## src/rtl/mem_read_streamer.sv

```systemverilog
// ============================================================================
// Module      : mem_read_streamer
// Description : Sweeps a contiguous, wrapping address range on one read port
//               of a synchronous memory and streams each word out on a
//               valid/ready interface. A 2-entry skid buffer absorbs the
//               memory's one-cycle read latency so backpressure never drops
//               or duplicates a word.
//               Optional feature macro: MEM_RD_CHECKSUM_EN (adds a running
//               XOR checksum of accepted words on the checksum port).
// Revision    : 1.0 - initial release
// ============================================================================
`default_nettype none

module mem_read_streamer #(
  parameter int WIDTH = 8,
  parameter int DEPTH = 4
) (
  input  logic             clk,
  input  logic             rst,
  input  logic             start,
  input  logic [DEPTH-1:0] base_addr,
  input  logic [DEPTH:0]   len,
  output logic             busy,
  output logic             done,
  output logic             mem_we,
  output logic [DEPTH-1:0] mem_addr,
  input  logic [WIDTH-1:0] mem_rdData,
  output logic             out_valid,
  input  logic             out_ready,
  output logic [WIDTH-1:0] out_data,
`ifdef MEM_RD_CHECKSUM_EN
  output logic [DEPTH-1:0] out_addr,
  output logic [WIDTH-1:0] checksum
`else
  output logic [DEPTH-1:0] out_addr
`endif
);

  localparam logic [DEPTH:0] LEN_ONE = {{DEPTH{1'b0}}, 1'b1};

  typedef enum logic [1:0] {
    S_IDLE  = 2'd0,
    S_RUN   = 2'd1,
    S_DRAIN = 2'd2
  } state_t;

  state_t           state;
  logic [DEPTH:0]   remaining;

  // Skid buffer: two {addr, data} entries, head at rd_ptr
  logic [WIDTH-1:0] buf_data [2];
  logic [DEPTH-1:0] buf_addr [2];
  logic             wr_ptr;
  logic             rd_ptr;
  logic [1:0]       count;

  // One read may be in flight; its address travels alongside it
  logic             inflight;
  logic [DEPTH-1:0] inflight_addr;

  logic             pop;
  logic [2:0]       total;
  logic [2:0]       left;
  logic             issue;

  assign mem_we    = 1'b0;
  assign out_valid = (count != 2'd0);
  assign out_data  = buf_data[rd_ptr];
  assign out_addr  = buf_addr[rd_ptr];

  // Handshake and issue decision: a new read is allowed only if the words
  // still owned after this edge (buffered + in flight - accepted) leave room.
  always_comb begin
    pop   = out_valid & out_ready;
    total = {1'b0, count} + {2'b00, inflight};
    left  = total - {2'b00, pop};
    issue = (state == S_RUN) && (left < 3'd2);
  end

  // Sweep control FSM with registered busy/done/mem_addr
  always_ff @(posedge clk or negedge rst) begin
    if (!rst) begin
      state     <= S_IDLE;
      busy      <= 1'b0;
      done      <= 1'b0;
      mem_addr  <= '0;
      remaining <= '0;
    end else begin
      done <= 1'b0;
      case (state)
        S_IDLE: begin
          if (start) begin
            if (len != '0) begin
              state     <= S_RUN;
              busy      <= 1'b1;
              mem_addr  <= base_addr;
              remaining <= len;
            end else begin
              done <= 1'b1;
            end
          end
        end
        S_RUN: begin
          if (issue) begin
            mem_addr  <= mem_addr + 1'b1;
            remaining <= remaining - LEN_ONE;
            if (remaining == LEN_ONE) begin
              state <= S_DRAIN;
            end
          end
        end
        S_DRAIN: begin
          if (left == 3'd0) begin
            state <= S_IDLE;
            busy  <= 1'b0;
            done  <= 1'b1;
          end
        end
        default: begin
          state <= S_IDLE;
          busy  <= 1'b0;
        end
      endcase
    end
  end

  // Track the in-flight read, capture returning data, advance buffer pointers
  always_ff @(posedge clk or negedge rst) begin
    if (!rst) begin
      inflight      <= 1'b0;
      inflight_addr <= '0;
      buf_data[0]   <= '0;
      buf_data[1]   <= '0;
      buf_addr[0]   <= '0;
      buf_addr[1]   <= '0;
      wr_ptr        <= 1'b0;
      rd_ptr        <= 1'b0;
      count         <= 2'd0;
    end else begin
      inflight <= issue;
      if (issue) begin
        inflight_addr <= mem_addr;
      end
      if (inflight) begin
        buf_data[wr_ptr] <= mem_rdData;
        buf_addr[wr_ptr] <= inflight_addr;
        wr_ptr           <= ~wr_ptr;
      end
      if (pop) begin
        rd_ptr <= ~rd_ptr;
      end
      count <= left[1:0];
    end
  end

`ifdef MEM_RD_CHECKSUM_EN
  // Running XOR of accepted words, cleared when a sweep is started
  always_ff @(posedge clk or negedge rst) begin
    if (!rst) begin
      checksum <= '0;
    end else if ((state == S_IDLE) && start) begin
      checksum <= '0;
    end else if (pop) begin
      checksum <= checksum ^ out_data;
    end
  end
`endif

endmodule

`default_nettype wire
```

## config.mk

```make
export PLATFORM = sky130hd
export DESIGN_NAME = mem_read_streamer
export DESIGN_NICKNAME = d
export VERILOG_FILES = /design/src/rtl/mem_read_streamer.sv
export SDC_FILE = /design/constraint.sdc
export NUM_CORES = 1
export LEC_CHECK = 0
export BUFFER_PORTS_ARGS = -buffer_cell sky130_fd_sc_hd__buf_2
export CORE_MARGIN = 1.5
export CORE_UTILIZATION = 35
export DETAILED_ROUTE_END_ITERATION = 8
export PLACE_DENSITY = 0.56
export SLEW_MARGIN = 20
export SYNTH_ARGS = -nofsm -noshare
export SYNTH_HDL_FRONTEND = slang
export SYNTH_SLANG_ARGS = --single-unit
```

## constraint.sdc

```tcl
create_clock -name clk -period 5.5 [get_ports clk]
set_clock_uncertainty 0.1 [all_clocks]
set_input_delay 0.275 -clock clk [delete_from_list [all_inputs] [get_ports clk]]
set_output_delay 0.275 -clock clk [all_outputs]
set_load 0.01 [all_outputs]
```

* Word-level counts from Yosys, hierarchy flattened *
Index checks and enable logic that the tools add are counted.
W data, S select, Z words.

word-level totals
  output and inout bits = 20
  memory bits (read-only) = 0
  register bits after elaboration = 46
  memories kept = 0
  bits in latches = 0
  bits in writable memories = 0
  input bits = 21
  word-level logic and storage cells = 80

cells by class
  shift-type cells = 0
  mux-type cells = 34
  bitwise logic cells = 6
  equality and inequality tests = 8
  magnitude comparators = 4
  add/subtract/negate cells = 4
  reduce and logical (&&, ||, !) cells = 10
  div/mod/pow operators = 0
  $mul = 0

operators by type and width
  cell                   number
  $mux W8                4
  $mux W4                7
  $bwmux W16             1
  $mux W5                3
  $mux W2                5
  $pmux W5 S2            1
  $bwmux W8              1
  $demux W8 S1           1
  $ne A2 B2 Y1 const B   4
  $pmux W4 S2            1
  $reduce_and A4 Y1      2
  $mux W1                6
  $pmux W2 S3            1
  $eq A5 B1 Y1 const B   1
  $reduce_and A5 Y1      1
  $reduce_bool A5 Y1     1
  $sub A5 B1 Y5 const B  1
  $add A4 B1 Y4 const B  1
  $demux W4 S1           1
  $ge A2 B2 Y1 const B   2
  $not A1 Y2             2
  $reduce_bool A2 Y1     2
  $add A2 B1 Y3          1
  $logic_not A3 Y1       1
  other kinds (12)       15

* Depth between registers and ports, before layout *
  word-level depth = 7
  depth in mapped cells = 11
  gate-level depth less buffers = 11

* Worst setup path after synthesis *
OpenSTA, ideal clock, no wires.

  path type = register to register
  from = register count[1]
  to = register mem_addr[3]
  arrival = 2.640 ns
  buffers on the path = 1
  path slack = 2.612 ns
  stages on the path, launching flop included = 12
  clock period less this slack = 2.888 ns
  path through = dfrtp_1 or2_2 and2_1 ha_1 inv_1 ha_1 fa_1 xnor2_1 or3_4 buf_6 o21ai_1 o22ai_1

on the way
  word-level cells in the longest chain between the ends = 7

ends and longest elaborated chain
  item                                RTL line  RTL
  from (decl)                         55        logic [1:0] count;
  from (signal assigned)              152       count <= left[1:0];
  $reduce_bool A2 Y1                  67        assign out_valid = (count != 2'd0);
  net out_valid                       28        output logic out_valid,
  $and A1 B1 Y1                       74        pop = out_valid & out_ready;
  net pop                             61        logic pop;
  $sub A3 B1 Y3                       76        left = total - {2'b00, pop};
  $lt A3 B2 Y1                        77        issue = (state == S_RUN) && (left < 3'd2);
  $logic_and A1 B1 Y1                 77
  $ne A2 B2 Y1 (no source line)       n/a
  $reduce_and A4 Y1 (no source line)  n/a
  to (signal assigned)                96        mem_addr <= base_addr;
  to (signal assigned)                105       mem_addr <= mem_addr + 1'b1;
  to (decl)                           26        output logic [DEPTH-1:0] mem_addr,

The timed path passes the listed nets, and every way through them passes these cells.
A chain may end at the register's enable or synchronous reset.

* Worst setup path in the final report *
  from = register count[1]
  to = register remaining[1]

on the way
  word-level cells in the longest chain between the ends = 7

ends and longest elaborated chain
  item                                RTL line  RTL
  $reduce_bool A2 Y1                  67
  $and A1 B1 Y1                       74
  net pop                             61
  $sub A3 B1 Y3                       76
  $lt A3 B2 Y1                        77
  $logic_and A1 B1 Y1                 77
  net issue                           64        logic issue;
  $ne A2 B2 Y1 (no source line)       n/a
  $reduce_and A4 Y1 (no source line)  n/a
  to (signal assigned)                97        remaining <= len;
  to (signal assigned)                106       remaining <= remaining - LEN_ONE;
  to (decl)                           48        logic [DEPTH:0] remaining;

The timed path passes the listed nets, and every way through them passes these cells.

==> parameters.txt <==
Parameter                              Value

Place
  Last weighted congestion value of the routability-driven placer    0.8111
  Count of port buffers added during placement    39
  Sum of net half-perimeters after detailed placement    2.823 mm

Yosys
  Commonest register cell after synthesis    dfrtp_1
  Library cell occupying the most area in the post-synthesis netlist    dfrtp_1
  Post-Syn Area per Cell    12.09 um2
  Combined area of all synthesized cells    0.002188 mm2
  Area share of the largest cell type after synthesis    52.60%
  Share of synthesized registers carrying an async set or reset    100.0%
  Number of warnings issued by yosys    0
  Number of enable-type register cells in the synthesized netlist    0
  Post-Syn Nets    208
  Leading cell types by total area after synthesis    dfrtp_1 (53%), mux2_2 (19%), ha_1 (2.9%)
  Share of synthesized area occupied by flip-flops and latches    52.60%
  FF+latch count, synth    46
  Gate Count Post-Synth    181
  Distinct cell type count of the synthesized netlist    42

Global route
  First-pass GRT wire length    6.658 mm
  Overflow left after global routing    0
  Maximum number of pins on one net before global-route repair    47
  Number of antenna violations at the first check in global routing    0
  Number of global-route vias before repair    1,450
  Total global-route track usage    13.07%

STA
  Hold violation total from the final report    0
  Unrepaired setup endpoints after global routing    no
  Number of pins exceeding their max-slew limit in the final report    0
  Final worst path period share    55.58%
  Top achievable clock speed    327.1 MHz
  Slew @ Worst Pin    0.6767 ns
  Worst rel slew slack    54.84%
  Total of endpoints with negative setup slack in the final report    0
  Final critical path time including I/O delays and setup    3.057 ns
  Total negative slack for setup checks    0 ns

Clock tree
  Number of levels the H-tree was split into    2
  Clk slew on worst S/H paths    0.09 ns
  Clock sink count    46
  Post-CTS setup repair buffer count    0
  Clock buffers created by TritonCTS    5
  Clock latency on the worst-skew pair    0.30 ns
  TritonCTS clock tree    done
  Count of cells resized by post-cts repair    0
  Number of buffers on the longest clock path    2
  Root buffer cell    clkbuf_8

Route
  Detailed-routing iteration count for the pre-antenna-repair pass    4
  Antenna Violating Nets Remaining    0
  Vias per inst    4.963
  Total vias in the final route    1,474
  DRC errors left    0
  Drt total wl    4.121 mm
  Drt first-iter violations    83
  Wire length per cell after detailed routing    13.88 um

Critical path
  Req. time, crit path    5.63 ns
  Arrival time at the worst endpoint    3.18 ns
  Worst reg-to-reg path cell count    11
  Crit start category    flip-flop
  Worst-path maximum fanout    11
  Type of destination of the critical path    flip-flop
  Launch point of the critical path    count[1]
  Kind of critical path    flip-flop to flip-flop
  Reg2Reg Launch Point    count[1]

Floorplanning
  Horizontal extent of the die    82.07 um
  Core footprint    0.005991 mm2
  I/O pin total    41
  Initial cell density of the core    36.53%
  Floorplan row count    28
  Area of the die    0.006735 mm2
  Die height    82.07 um

Power and ir drop
  Proportion of power drawn by flip-flops and latches    39.5%
  Cell Int Power    0.9494 mW
  Comb power frac    47.2%
  Switch share    38.99%
  Largest voltage drop on the vdd net    0.2789 mV
  Static Leakage    1.182 nW
  Power density cells    613.6 mW/mm2
  Clock power share    13.3%
  Switch Pwr    0.6068 mW

Outcome
  Run status    completed

Cells and area
  Most frequent cells in the layout    dfrtp_1 (46), buf_2 (38), mux2_2 (36)
  Number of inserted filler cells in the final layout    576
  Layout overhead on the synthesized area    15.89%
  Most common library cell in the layout ignoring fill and taps    dfrtp_1
  Post-Route Utilization    42.34%
  Share of cells above drive strength 1    40.99%
  Final layout net count    248
  Antenna diode instance count    0

Job
  Max-capacitance violation count    0

Min path
  Type of the tightest min-delay check    input pin to flip-flop
  Worst hold path cell count    2
  Min-Delay Startpoint    mem_rdData[6]
-- layer usage --
layer | wire, um | GRT usage [%]
met5 | 0 | 0
met4 | 55 | 4.576
met3 | 226 | 3.444
met2 | 1854 | 21.39
met1 | 1985 | 16.60
-- flip-flops by register name, summed over array words and instances, names as in the netlist --
name	cells
mem_addr	4
wr_ptr	1
inflight	1
buf_data	16
done	1
count	2
busy	1
rd_ptr	1
remaining	5
state	2
buf_addr	8
inflight_addr	4
-- worst max-delay path, stage by stage (launching register included) --
cell	delay [ns]
dfrtp_1	0.41
or2_2	0.30
and2_1	0.18
ha_1	0.27
inv_1	0.04
ha_1	0.18
fa_1	0.37
xnor2_1	0.30
or3_4	0.29
clkinv_4	0.11
nor2_4	0.23
mux2i_1	0.20
-- power by group through the flow --
stage          sequential (mW)  combinational [mW]  clock (mW)
6_report                 0.615               0.734       0.207
3_3_place_gp             0.622               0.731           0
5_1_grt                  0.640               0.831       0.231
3_5_place_dp             0.625               0.739           0
4_1_cts                  0.618               0.744       0.216
2_1_floorplan            0.584               0.587           0
-- Yosys cell counts (2+ instances only) --
cell and n:
clkbuf_1 2, nor2_1 4, a21oi_1 11, o2bb2ai_1 2, nand3_1 2, ha_1 5, buf_6 2, nor3b_1 2
nor3_1 6, o21ai_1 6, inv_1 8, nand2b_1 2, dfrtp_1 46, mux2i_1 2, xor2_1 2, nand2_1 14
o22ai_1 5, mux2_2 36
-- timing repair --
action                     CTS  global route
setup endpoints to repair    0             0
hold buffers                 0             1
hold endpoints to repair     0            46
-- through the flow --
stage                     cell area, um2  hold slack, ns  power (mW)  worst slack [ns]  instances
after CTS                           2521         0.08586       1.578             2.419        296
after floorplan                     2188         -0.1206       1.172             2.612        181
after detailed placement            2431          0.3829       1.364             2.450        288
after global routing                2536         0.09877       1.701             2.205        297
after global placement              2431          0.3711       1.353             2.493        288
final                               2536          0.1129       1.556             2.443        297
-- cells by family (layout without fill, tap and decap cells) --
group / Yosys count / in the layout / share of synthesized area (%)
compound gates: 32 / 32 / 9.148
xor+xnor: 3 / 3 / 1.201
fa+ha+maj: 6 / 6 / 3.774
buf+inv: 16 / 57 / 3.888
flops: 46 / 46 / 52.60
mux: 38 / 38 / 19.44
other cells: 1 / 1 / 0.1714
simple gates: 39 / 39 / 9.777
-- cell type report --
type	instances	area, um2	area share, %
clock buffers	5	68.82	2.713
flip-flops and latches	46	1151	45.39
well taps	75	93.84	3.700
inverters	9	38.79	1.529
clock inverters	3	21.27	0.8387
multi-input cells	119	954.7	37.64
repair buffers	40	207.7	8.189
-- path summary, 6_finish.rpt --
kind	slack [ns]	end
min reg2reg	0.39	wr_ptr
min in group asynchronous	0.41	buf_data[15]
max	2.44	remaining[1]
max in group asynchronous	4.49	remaining[0]
min	0.11	buf_data[6]
max reg2reg	2.44	remaining[1]
No activity file was read; power rests on OpenSTA's default activity.
